### src/rtl/fm_cfg_pkg.sv
// Shared configuration-word layout for the FM transmitter SPI link.
// Field widths, derived word width and SPI master state encoding.
package fm_cfg_pkg;

    localparam int unsigned CFG_N_W    = 18;
    localparam int unsigned CFG_K_W    = 4;
    localparam int unsigned CFG_L_W    = 2;
    localparam int unsigned CFG_D_W    = 5;
    localparam int unsigned CFG_FLAG_W = 3;
    localparam int unsigned CFG_OVR_W  = 4;

    // Master and slave both size their shift registers from this
    localparam int unsigned CFG_DW = CFG_N_W + CFG_K_W + CFG_L_W + CFG_D_W
                                   + CFG_FLAG_W + CFG_OVR_W;

    // Half-period timer width; covers CLK_DIV up to 255
    localparam int unsigned TMR_W = 8;

    typedef enum logic [2:0] {
        ST_IDLE  = 3'd0,
        ST_SETUP = 3'd1,
        ST_HIGH  = 3'd2,
        ST_LOW   = 3'd3,
        ST_HOLD  = 3'd4,
        ST_GAP   = 3'd5
    } spi_state_e;

endpackage

### src/rtl/spi_half_period_timer.sv
// Down-counter timing one SPI half-period of CLK_DIV system clocks.
// Reloaded on every state change; expire flags the transition cycle.
module spi_half_period_timer
    import fm_cfg_pkg::*;
#(
    parameter int unsigned CLK_DIV = 4
) (
    input  logic clk,
    input  logic rst_n,
    input  logic i_load,
    output logic o_expire_c
);

    localparam logic [TMR_W-1:0] RELOAD = TMR_W'(CLK_DIV - 1);

    logic [TMR_W-1:0] r_cnt;

    always_ff @(posedge clk or negedge rst_n) begin
        if (!rst_n) begin
            r_cnt <= '0;
        end else if (i_load) begin
            r_cnt <= RELOAD;
        end else if (r_cnt != '0) begin
            r_cnt <= r_cnt - TMR_W'(1);
        end
    end

    assign o_expire_c = (r_cnt == '0);

endmodule

### src/rtl/spi_config_master.sv
// Mode-0 SPI initiator: shifts one config word into the slave and
// captures the word it displaces. All SPI pins come straight from flops.
module spi_config_master
    import fm_cfg_pkg::*;
#(
    parameter int unsigned DW      = CFG_DW,
    parameter int unsigned CLK_DIV = 4
) (
    input  logic          clk,
    input  logic          rst_n,
    input  logic          start,
    input  logic [DW-1:0] wr_data,
    output logic          busy,
    output logic          done,
    output logic [DW-1:0] rd_data,
    output logic          spi_clk,
    output logic          spi_csn,
    output logic          spi_mosi,
    input  logic          spi_miso
);

    localparam int unsigned CW = $clog2(DW + 1);

    spi_state_e      r_state;
    spi_state_e      w_state_nxt;
    logic [DW-2:0]   r_tx;
    logic [DW-2:0]   w_tx_nxt;
    logic [DW-1:0]   r_rx;
    logic [DW-1:0]   w_rx_nxt;
    logic [CW-1:0]   r_bit_cnt;
    logic [CW-1:0]   w_bit_cnt_nxt;
    logic [CW-1:0]   w_bit_inc;
    logic [DW-1:0]   r_rd;
    logic [DW-1:0]   w_rd_nxt;
    logic            r_busy;
    logic            w_busy_nxt;
    logic            r_done;
    logic            w_done_nxt;
    logic            r_sclk;
    logic            w_sclk_nxt;
    logic            r_csn;
    logic            w_csn_nxt;
    logic            r_mosi;
    logic            w_mosi_nxt;
    logic            w_load;
    logic            w_expire;

    spi_half_period_timer #(
        .CLK_DIV (CLK_DIV)
    ) u_timer (
        .clk        (clk),
        .rst_n      (rst_n),
        .i_load     (w_load),
        .o_expire_c (w_expire)
    );

    assign w_load    = (w_state_nxt != r_state);
    assign w_bit_inc = r_bit_cnt + CW'(1);

    // State and output registers
    always_ff @(posedge clk or negedge rst_n) begin
        if (!rst_n) begin
            r_state   <= ST_IDLE;
            r_tx      <= '0;
            r_rx      <= '0;
            r_bit_cnt <= '0;
            r_rd      <= '0;
            r_busy    <= 1'b0;
            r_done    <= 1'b0;
            r_sclk    <= 1'b0;
            r_csn     <= 1'b1;
            r_mosi    <= 1'b0;
        end else begin
            r_state   <= w_state_nxt;
            r_tx      <= w_tx_nxt;
            r_rx      <= w_rx_nxt;
            r_bit_cnt <= w_bit_cnt_nxt;
            r_rd      <= w_rd_nxt;
            r_busy    <= w_busy_nxt;
            r_done    <= w_done_nxt;
            r_sclk    <= w_sclk_nxt;
            r_csn     <= w_csn_nxt;
            r_mosi    <= w_mosi_nxt;
        end
    end

    // Next-state and next-output logic; transitions only on timer expiry
    always_comb begin
        w_state_nxt   = r_state;
        w_tx_nxt      = r_tx;
        w_rx_nxt      = r_rx;
        w_bit_cnt_nxt = r_bit_cnt;
        w_rd_nxt      = r_rd;
        w_busy_nxt    = r_busy;
        w_done_nxt    = 1'b0;
        w_sclk_nxt    = r_sclk;
        w_csn_nxt     = r_csn;
        w_mosi_nxt    = r_mosi;

        case (r_state)
            ST_IDLE: begin
                // A start coinciding with the done pulse is dropped
                if (start && !r_done) begin
                    w_tx_nxt      = wr_data[DW-2:0];
                    w_mosi_nxt    = wr_data[DW-1];
                    w_bit_cnt_nxt = '0;
                    w_csn_nxt     = 1'b0;
                    w_busy_nxt    = 1'b1;
                    w_state_nxt   = ST_SETUP;
                end
            end
            ST_SETUP, ST_LOW: begin
                if (w_expire) begin
                    w_sclk_nxt  = 1'b1;
                    w_rx_nxt    = {r_rx[DW-2:0], spi_miso};
                    w_state_nxt = ST_HIGH;
                end
            end
            ST_HIGH: begin
                if (w_expire) begin
                    w_sclk_nxt    = 1'b0;
                    w_bit_cnt_nxt = w_bit_inc;
                    if (w_bit_inc < CW'(DW)) begin
                        w_mosi_nxt  = r_tx[DW-2];
                        w_tx_nxt    = {r_tx[DW-3:0], 1'b0};
                        w_state_nxt = ST_LOW;
                    end else begin
                        w_mosi_nxt  = 1'b0;
                        w_state_nxt = ST_HOLD;
                    end
                end
            end
            ST_HOLD: begin
                if (w_expire) begin
                    w_csn_nxt   = 1'b1;
                    w_state_nxt = ST_GAP;
                end
            end
            ST_GAP: begin
                if (w_expire) begin
                    w_busy_nxt  = 1'b0;
                    w_done_nxt  = 1'b1;
                    w_rd_nxt    = r_rx;
                    w_state_nxt = ST_IDLE;
                end
            end
            default: begin
                w_state_nxt = ST_IDLE;
            end
        endcase
    end

    assign busy     = r_busy;
    assign done     = r_done;
    assign rd_data  = r_rd;
    assign spi_clk  = r_sclk;
    assign spi_csn  = r_csn;
    assign spi_mosi = r_mosi;

endmodule

### config.mk
export PLATFORM = sky130hd
export DESIGN_NAME = spi_config_master
export DESIGN_NICKNAME = d
export VERILOG_FILES = /design/src/rtl/fm_cfg_pkg.sv /design/src/rtl/spi_half_period_timer.sv /design/src/rtl/spi_config_master.sv
export SDC_FILE = /design/constraint.sdc
export NUM_CORES = 1
export LEC_CHECK = 0
export ABC_AREA = 1
export CORE_ASPECT_RATIO = 0.6
export CORE_UTILIZATION = 25
export CTS_CLUSTER_SIZE = 12
export DETAILED_ROUTE_END_ITERATION = 16
export SLEW_MARGIN = 20
export SYNTH_ARGS = -nofsm -noshare
export SYNTH_HDL_FRONTEND = slang
export SYNTH_SLANG_ARGS = --single-unit
### constraint.sdc
create_clock -name clk -period 1.7 [get_ports clk]
set_input_delay 0.34 -clock clk [delete_from_list [all_inputs] [get_ports clk]]
set_output_delay 0.34 -clock clk [all_outputs]
set_load 0.01 [all_outputs]
==> run_results.csv, run 1 <==
group,metric,value,unit
layout,multiInputGateArea,2180,sq um
global_route,globalRouteTotalUtil,11.4,%
drt,drtAntennaViolNets,0,
logic_synthesis,ys_ff_latch,129,
worst_hold_path,hold_class,"in2async",
clocking,worstSkewPairLatency,0.42,ns
layout,drive_above_1_share,25.4,%
layout,fill_cells,2081,
sta,rsz0062_at_grt,"true",
clocking,cts_tree,"built",
placed_design,port_buffers,80,
global_route,grt_max_degree,75,
logic_synthesis,syn_area,5490,sq um
sta,timing.final.ws_setup,-0.0789,ns
worst_setup_path,cp.required,2.03,ns
layout,final_cell_mix,"nand2_1, dfrtp_1, inv_1, o21ai_0, clkdlybuf4s50_1",
sta,setup_tns,-1.02,ns
worst_setup_path,r2r_end,"r_tx[1]",
worst_setup_path,startpoint_type,"register",
sta,clock.fmax,0.562,GHz
drt,drt-total-wl,15300,microns
drt,drc,0,
floorplanning,num_rows,41,
power_and_ir_drop,p_per_area,1440,nW/um^2
global_route,grt.overflow.total,0,
sta,maxSlewViolCount,0,
worst_setup_path,rrSetupSlack,-0.08,ns
placed_design,place_ws,-0.112,ns
power_and_ir_drop,finalPower,0.0121,W
layout,register_area,3230,sq um
global_route,antenna_found_initial,0,
drt,dr_total_vias,4554,
layout,diodes,0,
layout,syn2layout_area_growth,53.3,%
worst_setup_path,crit_end,"r_tx[1]",
clocking,cts-buffers-inserted,17,
layout,layout_commonest_cell,"nand2_1",
worst_setup_path,critical_path_peak_fanout,5,
sta,finalHoldViolCount,0,
drt,firstDrtPassIters,4,
floorplanning,die_w,193,microns
clocking,clockBufferDepth,2,
logic_synthesis,synth.area.top_cells,"dfrtp_1, o21ai_0, nand2_1",
sta,maxSlewHeadroom,70.7,%
logic_synthesis,synth_top_area_cell,"dfrtp_1",
clocking,clk_pin_slew,0.06,ns
clocking,htreeDepth,4,
sta,setup_viol,42,
sta,fin_crit,1.78,ns
power_and_ir_drop,p_leak,4.16,nW
drt,drt-wirelength-per-cell,14.4,microns
worst_setup_path,timing.rr.start,"u_timer.r_cnt[0]",
drt,viasPerCell,4.29,
logic_synthesis,synth_top_area_share,58.3,%
worst_setup_path,setup.worst_path.start,"u_timer.r_cnt[0]",
logic_synthesis,ys_async_sr_fraction,100,%
global_route,grt_pass1_vias,4019,
floorplanning,initial_core_util,25.8,%
logic_synthesis,ys_seq_area_share,58.8,%
sta,tightestPinTransition,0.436,ns
outcome,violations,"negative setup slack",
worst_setup_path,worst-endpoint-arrival,2.11,ns
clocking,cts_sinks,129,
floorplanning,die_area,22600,sq um
logic_synthesis,synth_edf_count,0,
placed_design,routabilityCongestion,0.763,
logic_synthesis,ys_warn_count,0,
floorplanning,fp.coreArea,21300,sq um
floorplanning,die_h,117,microns
worst_setup_path,path_class,"reg2reg",
logic_synthesis,ys_types,33,
logic_synthesis,synthesis.instances,631,
run,cap_violations,0,
logic_synthesis,synth_flop_cell,"dfrtp_1",
power_and_ir_drop,peakVddDrop,0.873,mV
drt,drtIter0Drc,255,
placed_design,place_hpwl,7860,microns
worst_setup_path,cp-end-kind,"register",
worst_setup_path,r2r_cells,12,
outcome,status,"complete, but fails checks",
logic_synthesis,syn_area_per_cell,8.70,sq um
sta,post-route-period-util,105,%
layout,fin_nets,812,
floorplanning,ioPinCount,81,
sta,fin_skew,0.00995,ns
global_route,grt_pass1_wl,20300,microns
clocking,root_buffer,"clkbuf_16",
logic_synthesis,syn_nets,673,
## critical path, stage by stage (launching register included)
cell and delay [ns]:
dfrtp_1 0.39, inv_2 0.07, ha_4 0.14, nand3_4 0.08, nor2_4 0.15, nand2_4 0.07, nand2_4 0.09, inv_4 0.05
o21ai_4 0.17, buf_6 0.18, clkbuf_16 0.16, nand2_2 0.05, o21ai_1 0.09
## cell families (layout without fill, tap and decap cells)
family / after synthesis / after routing / synth area share, %
fa+ha+maj: 2 / 2 / 0.456
flops: 129 / 129 / 58.8
compound gates: 159 / 159 / 15.0
xor+xnor: 6 / 6 / 0.957
buf+inv: 120 / 270 / 8.68
simple gates: 215 / 216 / 16.1
## per-layer routing
layer	share of wire, %	vias to the layer above	GRT usage [%]
met3	3.7	6	4.21
met5	0	-	0
met2	42	56	16.2
met1	53	2201	16.1
li1	-	2291	-
met4	0.71	0	3.68
## Yosys cell counts, types with 3 or more instances
library cell / n
clkbuf_1: 19
nor2_1: 18
inv_1: 87
nor3_1: 3
nand2_4: 3
o21ai_0: 140
dfrtp_1: 128
xor2_1: 4
nand2_1: 170
nand4_1: 3
nand3_1: 13
a21oi_1: 6
o21ai_1: 5
buf_2: 6
## sequential cells by signal, indices dropped and copies added (netlist names)
name / flops
u_timer.r_cnt: 8
rd_data: 36
spi_csn: 1
r_state: 3
r_bit_cnt: 6
spi_mosi: 1
r_rx: 36
done: 1
busy: 1
spi_clk: 1
r_tx: 35
## report_power, final
| part | leakage (nW) | total, W | internal (W) | switching [W] |
|---|---|---|---|---|
| combinational | 2.18 | 0.00456 | 0.00209 | 0.00247 |
| sequential | 1.70 | 0.00400 | 0.00372 | 0.000284 |
| clock | 0.274 | 0.00357 | 0.00207 | 0.00150 |
## worst min-delay path by stage
stage | slack, ns | depth (start not counted) | end | from
5_1_grt | 0.42 | 2 | r_rx[19] | rst_n
2_1_floorplan | 0.04 | 0 | busy | rst_n
3_5_place_dp | 0.28 | 1 | rd_data[24] | rst_n
4_1_cts | 0.40 | 2 | rd_data[24] | rst_n
3_3_place_gp | 0.28 | 1 | rd_data[24] | rst_n
6_report | 0.40 | 2 | rd_data[24] | rst_n
## repair_timing
action / CTS / global route
endpoints found under the hold margin: 34 / 0
pin swaps: 4 / 7
setup buffers: 6 / 7
hold buffers: 1 / 0
gates cloned: 1 / 21
endpoints found under the setup margin: 49 / 137
gates resized for setup: 25 / 176
## cell type report
| class | instances | area share [%] |
|---|---|---|
| clock buffer | 18 | 5.22 |
| clock inverter | 13 | 1.53 |
| inverter | 90 | 4.07 |
| multi-input combinational | 383 | 25.9 |
| sequential | 129 | 38.4 |
| tap | 279 | 4.15 |
| timing repair buffer | 149 | 20.8 |
## per-stage QoR
step	hold WS, ns	util (%)	cells	cell area, sq um
after floorplan	0.0444	-	631	5510
after global placement	0.282	32.2	994	6860
after detailed placement	0.284	32.2	994	6860
after CTS	0.399	35.4	1033	7540
after global routing	0.418	39.5	1061	8420
final	0.399	39.5	1061	8420
Note: power is estimated with default switching activity, not from simulation.
==> run 2, diff against run 1 <==
--- a/config.mk
+++ b/config.mk
@@ -10,6 +10,7 @@
 export CORE_UTILIZATION = 25
 export CTS_CLUSTER_SIZE = 12
 export DETAILED_ROUTE_END_ITERATION = 16
+export GPL_TIMING_DRIVEN = 0
 export SLEW_MARGIN = 20
 export SYNTH_ARGS = -nofsm -noshare
 export SYNTH_HDL_FRONTEND = slang
==> run 2 against run 1 <==
- the run still ends with negative setup slack left
- wire length fell by 8.4%
- global-route usage rose by 1.4 points
- clock-buffer cell count rose by 1
==> run_results.csv, run 2 (synthesis gave the netlist of run 1 again) <==
group,metric,value,unit
layout,drive_above_1_share,22.8,%
drt,drt-wirelength-per-cell,13.3,microns
drt,drc,0,
worst_setup_path,crit_chain,"inv_2 > ha_4 > nand3_4 > nor2_4 > nand2_4 > nand2_8 > inv_8 > o21ai_4 > buf_6 > clkbuf_8 > o21ai_1",
worst_setup_path,cp_top_family,"buffers and inverters",
worst_setup_path,startpoint_type,"register",
clocking,root_buffer,"clkbuf_16",
sta,tightestPinTransition,0.514,ns
global_route,grt_max_degree,69,
placed_design,place_hpwl,9140,microns
clocking,worstSkewPairLatency,0.42,ns
layout,final_cell_mix,"nand2_1, dfrtp_1, o21ai_0, inv_1, clkdlybuf4s50_1",
sta,finalHoldViolCount,0,
worst_setup_path,r2r_cells,11,
floorplanning,num_rows,41,
sta,fin_skew,0.0160,ns
worst_setup_path,path_buf_inv,4,
worst_setup_path,slowest_stage,"dfrtp_1",
layout,fin_area,8190,sq um
sta,setup_viol,80,
global_route,grt_busiest_layer,"met1",
worst_setup_path,timing.rr.start,"u_timer.r_cnt[1]",
global_route,globalRouteTotalUtil,12.8,%
drt,drt-total-wl,14000,microns
placed_design,routabilityCongestion,0.727,
worst_setup_path,r2r_end,"r_tx[28]",
global_route,antenna_found_initial,0,
clocking,cts_tree,"built",
layout,layout_commonest_cell,"nand2_1",
floorplanning,die_area,22600,sq um
sta,rsz0062_at_grt,"true",
worst_setup_path,crit_cells,11,
layout,finalCoreUtilization,38.4,%
global_route,met1_usage,18.5,%
sta,timing.final.ws_setup,-0.0953,ns
placed_design,port_buffers,80,
drt,viasPerCell,4.30,
outcome,status,"complete, but fails checks",
sta,clock.fmax,0.557,GHz
floorplanning,initial_core_util,25.8,%
global_route,grt_pass1_wl,22700,microns
clocking,clockBufferDepth,2,
global_route,grt_use_met3,3.81,%
floorplanning,die_w,193,microns
drt,drtIter0Drc,334,
placed_design,placed_cell_area,6690,sq um
floorplanning,fp.coreArea,21300,sq um
worst_setup_path,critical_path_peak_fanout,6,
sta,fin_hold_ws,0.435,ns
sta,maxSlewHeadroom,65.8,%
worst_setup_path,path_class,"reg2reg",
power_and_ir_drop,p_per_area,1440,nW/um^2
layout,diodes,0,
global_route,grt.overflow.total,0,
outcome,violations,"negative setup slack",
global_route,grt_pass1_vias,4283,
sta,fin_crit,1.80,ns
drt,dr_total_vias,4530,
power_and_ir_drop,finalPower,0.0118,W
worst_setup_path,cpPeakStageDelay,0.40,ns
floorplanning,die_h,117,microns
power_and_ir_drop,peakVddDrop,0.765,mV
clocking,clk_pin_slew,0.06,ns
layout,syn2layout_area_growth,49.1,%
layout,fin_nets,804,
floorplanning,ioPinCount,81,
global_route,grtUsageMet2,18.1,%
worst_setup_path,cp.required,2.00,ns
drt,drtAntennaViolNets,0,
power_and_ir_drop,p_leak,4.00,nW
clocking,htreeDepth,4,
clocking,cts-buffers-inserted,17,
sta,maxSlewViolCount,0,
worst_setup_path,cp-end-kind,"register",
run,cap_violations,0,
clocking,cts_sinks,129,
worst_setup_path,crit_end,"r_tx[28]",
worst_setup_path,setup.worst_path.start,"u_timer.r_cnt[1]",
sta,post-route-period-util,106,%
worst_setup_path,worst-endpoint-arrival,2.10,ns
worst_hold_path,hold_class,"in2async",
worst_setup_path,rrSetupSlack,-0.1,ns
drt,firstDrtPassIters,4,
run 2: changes by cell type in the layout (fill, tap and decap cells not counted), moves of 7 or more:
cell       change
buf_4         -17
o21ai_0       +16
o21ai_2       -14
buf_8         +10
clkbuf_16      -8
nand2_4        -8
buf_12         -7
run 2: routing by layer:
layer,up-vias,part of all wire [%]
met3,13,4.2
met2,62,42
met5,-,0
li1,2280,-
met4,0,1.2
met1,2175,53
run 2: area by class of cell:
class | instances | area [sq um]
timing repair buffer | 112 | 1170
multi-input combinational | 382 | 2080
tap | 279 | 349
sequential | 129 | 3230
clock inverter | 13 | 151
buffer | 30 | 390
fill | 2086 | 13100
clock buffer | 19 | 453
inverter | 90 | 355
run 2: worst min path at each step:
stage	startpoint	endpoint	cells after the start
6_report	rst_n	r_rx[20]	2
5_1_grt	rst_n	r_rx[20]	2
4_1_cts	rst_n	r_rx[20]	2
3_5_place_dp	rst_n	r_rx[20]	1
3_3_place_gp	spi_clk	spi_clk	2
2_1_floorplan	rst_n	busy	0
run 2: power breakdown:
group          internal [W]  switching, W
Clock               0.00226       0.00143
Combinational       0.00181       0.00229
Sequential          0.00372      0.000315
Total               0.00779       0.00403
run 2: what timing repair did:
| action | in CTS | in global routing |
|---|---|---|
| gates resized for setup | 159 | 86 |
| pin swaps | 11 | 9 |
| buffers inserted | 21 | 3 |
| gates cloned | 6 | 0 |
| hold buffers | 1 | 0 |
| endpoints found under the hold margin | 60 | 0 |
| setup endpoints to repair | 123 | 140 |
run 2: stage by stage:
stage / TNS, ns / worst slack, ns / std cells
finish: -4.95 / -0.0953 / 1054
global placement: -679.38 / -5.04 / 990
floorplan: -0.327 / -0.0350 / 631
global route: -14.61 / -0.185 / 1054
CTS: -2.96 / -0.106 / 1051
detailed placement: -37.35 / -0.505 / 991
